File: src/rtl/phase_step_meter.sv
// phase_step_meter: gated-window mean increment of a wrapping count; PHASE_STEP_METER_CONT_EN selects continuous windows
module phase_step_meter #(
  parameter int HW        = 12,
  parameter int GATE_LOG2 = 4,
  parameter int ACCW      = HW + GATE_LOG2
) (
  input  logic                 C,
  input  logic                 rst,
  input  logic [HW-1:0]        h,
  input  logic                 start,
  input  logic                 ready,
  output logic                 busy,
  output logic                 valid,
  output logic [HW-1:0]        step_int,
  output logic [GATE_LOG2-1:0] step_frac
);
  typedef enum logic [1:0] {IDLE, ARM, GATHER, DONE} state_t;
`ifdef PHASE_STEP_METER_CONT_EN
  localparam state_t AFTER_DONE = GATHER;
`else
  localparam state_t AFTER_DONE = IDLE;
`endif
  state_t               r_state, w_next;
  logic [ACCW-1:0]      r_acc, r_result, w_sum;
  logic [GATE_LOG2-1:0] r_cnt;
  logic [HW-1:0]        r_h_prev, w_delta;
  logic                 w_last, w_accept;
  assign w_delta   = h - r_h_prev;
  assign w_sum     = r_acc + ACCW'(w_delta);
  assign w_last    = r_cnt == {GATE_LOG2{1'b1}};
  assign w_accept  = r_state == DONE && ready;
  assign busy      = r_state != IDLE;
  assign valid     = r_state == DONE;
  assign step_int  = r_result[ACCW-1:GATE_LOG2];
  assign step_frac = r_result[GATE_LOG2-1:0];
  // state register
  always_ff @(posedge C)
    r_state <= rst ? IDLE : w_next;
  // next state
  always_comb begin
    w_next = r_state;
    w_next = r_state == IDLE   ? (start ? ARM : IDLE) :
             r_state == ARM    ? GATHER :
             r_state == GATHER ? (w_last ? DONE : GATHER) :
                                 (ready ? AFTER_DONE : DONE);
  end
  // window accumulation; h_prev survives the handshake so back-to-back windows lose no increment
  always_ff @(posedge C) begin
    if (rst) begin
      r_acc    <= '0;
      r_cnt    <= '0;
      r_h_prev <= '0;
      r_result <= '0;
    end else begin
      if (r_state == ARM) begin
        r_h_prev <= h;
        r_acc    <= '0;
        r_cnt    <= '0;
      end
      if (r_state == GATHER) begin
        r_h_prev <= h;
        r_acc    <= w_sum;
        r_cnt    <= r_cnt + 1'b1;
        if (w_last) r_result <= w_sum;
      end
      if (w_accept) begin
        r_acc <= '0;
        r_cnt <= '0;
      end
    end
  end
endmodule
File: config.mk
export PLATFORM = sky130hd
export DESIGN_NAME = phase_step_meter
export DESIGN_NICKNAME = d
export VERILOG_FILES = /design/src/rtl/phase_step_meter.sv
export SDC_FILE = /design/constraint.sdc
export NUM_CORES = 1
export LEC_CHECK = 0
export CAP_MARGIN = 30
export CORE_MARGIN = 2
export CORE_UTILIZATION = 40
export DETAILED_ROUTE_END_ITERATION = 7
export GPL_TIMING_DRIVEN = 0
export PLACE_DENSITY = 0.57
export SLEW_MARGIN = 40
export SYNTH_ARGS = -nofsm -noshare
export SYNTH_HDL_FRONTEND = slang
export SYNTH_SLANG_ARGS = --single-unit
File: constraint.sdc
create_clock -name C -period 7.6 [get_ports C]
set_input_delay 1.14 -clock C [delete_from_list [all_inputs] [get_ports C]]
set_output_delay 1.14 -clock C [all_outputs]
set_load 0.05 [all_outputs]
==> out/summary.txt <==
syn nets -> 423
Post-CTS Resized -> 0
Final period util -> 0.638
RSZ-0062 raised after global routing -> no
drt pass-1 iters -> 6
# IOs -> 34
Pwr Density -> 181 nW/µm²
vias per cell -> 5.35
final hold vios -> 0
1st-iter DRT viols -> 80
Clock transition at path regs -> 0.10 ns
Die Height -> 91.9 µm
Avg Synthesized Cell Area -> 8.22 µm²
Setup Viol. Count Final -> 0
f_max -> 206 MHz
peak supply drop -> 0.0976 mV
clk buf depth -> 2
RePlAce Congestion -> 0.871
static leakage -> 1.43 nW
area grow syn2layout -> 18.4%
fin. max-slew vios -> 0
EDFF count, synth -> 0
post-synthesis sequential area ratio -> 0.324
Yosys reg bits -> 50
die width -> 91.9 µm
via count -> 2779
Yosys top cell by area -> dfxtp_1
TritonCTS Buffers -> 5
clk_lat worst skew -> 0.31 ns
startpoint types -> input pin
die area -> 8450 µm²
share of layout cells above drive strength 1 -> 0.0432
setup_tns -> 0 ns
critical path type -> in -> reg
vias in the first global route -> 2655
Top FF cell, synth -> dfxtp_1
Root Driver -> clkbuf_8
antenna cells -> 0
share of the synthesized area in the top cell type -> 0.324
Port Buf Inserts -> 33
CTS tree -> built
DRC violations left -> 0
status -> complete, no violations
row count -> 32
Slew @ Worst Pin -> 0.720 ns
Slew headroom -> 0.518
cts hold-fix bufs -> 0
Overflow after GRT -> 0
crit path time final -> 4.85 ns
layout filler cell count -> 776
Total Routing Usage GR -> 0.183
Post-CTS Repair Setup Buffers -> 0
largest cells by area after synthesis -> dfxtp_1 32%, ha_1 12%, nor2_1 5.2%
largest net degree at the start of global routing -> 15
# clock sinks -> 50
clock skew -> 0.0119 ns
worst endpoint required time -> 7.84 ns
core area -> 7610 µm²
Syn Inst Count -> 376
CP Data Arrival Time -> 5.08 ns
Async SR Flop Fraction -> 0
YS warnings -> 0
Starting Density -> 0.406
Max-Cap Viols -> 0
Worst setup EP type -> register
total power -> 661 µW
H-tree depth -> 2
detail-routed net length per standard cell -> 14.2 µm
Post-Syn Area -> 3090 µm²
remaining antenna violation count after routing -> 0
Hold Crit Class -> reg -> reg
global-route wire length before repair -> 12500 µm
Detailed Route WL -> 7350 µm
HPWL Detailed -> 5540 µm
Worst Path Max Fanout -> 6
initial antenna violation count -> 0
layout net count -> 463
post-synth cell types -> 51
worst paths after layout:
path | startpoint | end | slack [ns] | cells after the start
max | h[0] | r_acc[15] | 2.75 | 18
max reg2reg | r_h_prev[0] | r_acc[15] | 3.72 | 16
min reg2reg | r_result[4] | r_result[4] | 0.46 | 2
min | r_result[4] | r_result[4] | 0.46 | 2
through the flow:
stage	hold slack (ns)	instance area [µm²]	utilization	cells	worst slack [ns]
floorplan	0.460	3090	-	376	3.28
detailed placement	0.446	3550	0.467	511	2.41
global route	0.486	3660	0.481	519	2.42
CTS	0.460	3660	0.481	519	2.72
global placement	0.447	3550	0.467	511	2.48
finish	0.458	3660	0.481	519	2.75
worst max-delay path: stages:
cell and delay, ns:
clkdlybuf4s50_1 0.42, inv_1 0.06, ha_1 0.16, inv_1 0.05, fa_1 0.39, a21o_1 0.17, a21oi_1 0.27, o211ai_1 0.18
a31o_2 0.25, a21oi_1 0.17, xnor2_1 0.21, ha_1 0.29, a21oi_1 0.17, o21ai_1 0.11, a21o_1 0.20, a22o_1 0.31
a311o_1 0.37, a31oi_1 0.16
per-layer routing:
layer / GRT usage / up-vias / share of wire / routed length [µm]
met4: 0.0373 / 0 / 0.0083 / 61
met5: 0 / - / 0 / 0
met3: 0.0271 / 8 / 0.030 / 217
li1: - / 1426 / - / -
met1: 0.226 / 1305 / 0.48 / 3500
met2: 0.336 / 40 / 0.49 / 3570
synth_stat cells (all sizes together), types with 2 or more instances:
cell type and instances:
nor3 10, a22oi 10, nor4b 2, or3 3, nand2 33, a21oi 30, o21bai 2, nand4 9
fa 2, a31o 4, nor2 43, o21a 2, ha 29, nand3 10, xor2 6, a32o 2
o211ai 5, inv 22, nand2b 4, a21o 6, and2 3, a31oi 6, xnor2 12, mux2i 14
dfxtp 50, o21ai 16, clkbuf 15, and3 2, or4 5, clkinv 2, a221oi 2
sequential cells by signal, summed over array words and instances (netlist names):
| signal | cells |
|---|---|
| r_acc | 16 |
| r_result | 16 |
| r_h_prev | 12 |
| r_cnt | 4 |
| r_state | 2 |
power by group:
| group | internal [mW] | total (mW) | leakage (nW) | switching [mW] |
|---|---|---|---|---|
| Clock | 0.0921 | 0.182 | 0.0575 | 0.0903 |
| Combinational | 0.0809 | 0.204 | 0.967 | 0.123 |
| Sequential | 0.270 | 0.275 | 0.405 | 0.00446 |
final cells by class:
| class | instances | area [µm²] | share of cell area |
|---|---|---|---|
| Multi-Input combinational cell | 286 | 1940 | 0.530 |
| Sequential cell | 50 | 1000 | 0.274 |
| Timing Repair Buffer | 33 | 330 | 0.0903 |
| Tap cell | 102 | 128 | 0.0349 |
| Clock buffer | 8 | 110 | 0.0301 |
| Inverter | 24 | 90.1 | 0.0246 |
| Buffer | 16 | 61.3 | 0.0168 |
cells in the final DEF, fill, tap and decap left out, types with 4 or more instances in the layout:
master | netlist | final
a31oi_1 | 6 | 6
nand4_1 | 9 | 9
nand2_1 | 33 | 33
nor3_1 | 10 | 10
ha_1 | 29 | 29
a21o_1 | 6 | 6
clkbuf_8 | 0 | 8
or4_1 | 5 | 5
dfxtp_1 | 50 | 50
xor2_1 | 6 | 6
nor2_1 | 43 | 43
clkdlybuf4s50_1 | 0 | 33
nand3_1 | 10 | 10
xnor2_1 | 12 | 12
nand2b_1 | 4 | 4
clkbuf_1 | 15 | 15
a22oi_1 | 10 | 10
mux2i_1 | 14 | 14
a31o_2 | 4 | 4
o21ai_0 | 13 | 13
inv_1 | 22 | 22
o211ai_1 | 4 | 4
a21oi_1 | 29 | 29
kinds of logic after synthesis:
logic type,Yosys count,synth area share
flip-flops,50,0.324
AND/OR/NAND/NOR,128,0.195
multiplexers,14,0.0453
AO/OA/AOI/OAI,95,0.205
buffers and inverters,40,0.0490
XOR/XNOR,18,0.0510
adder cells (fa/ha/maj),31,0.130
Power figures use the tool's default switching activity.
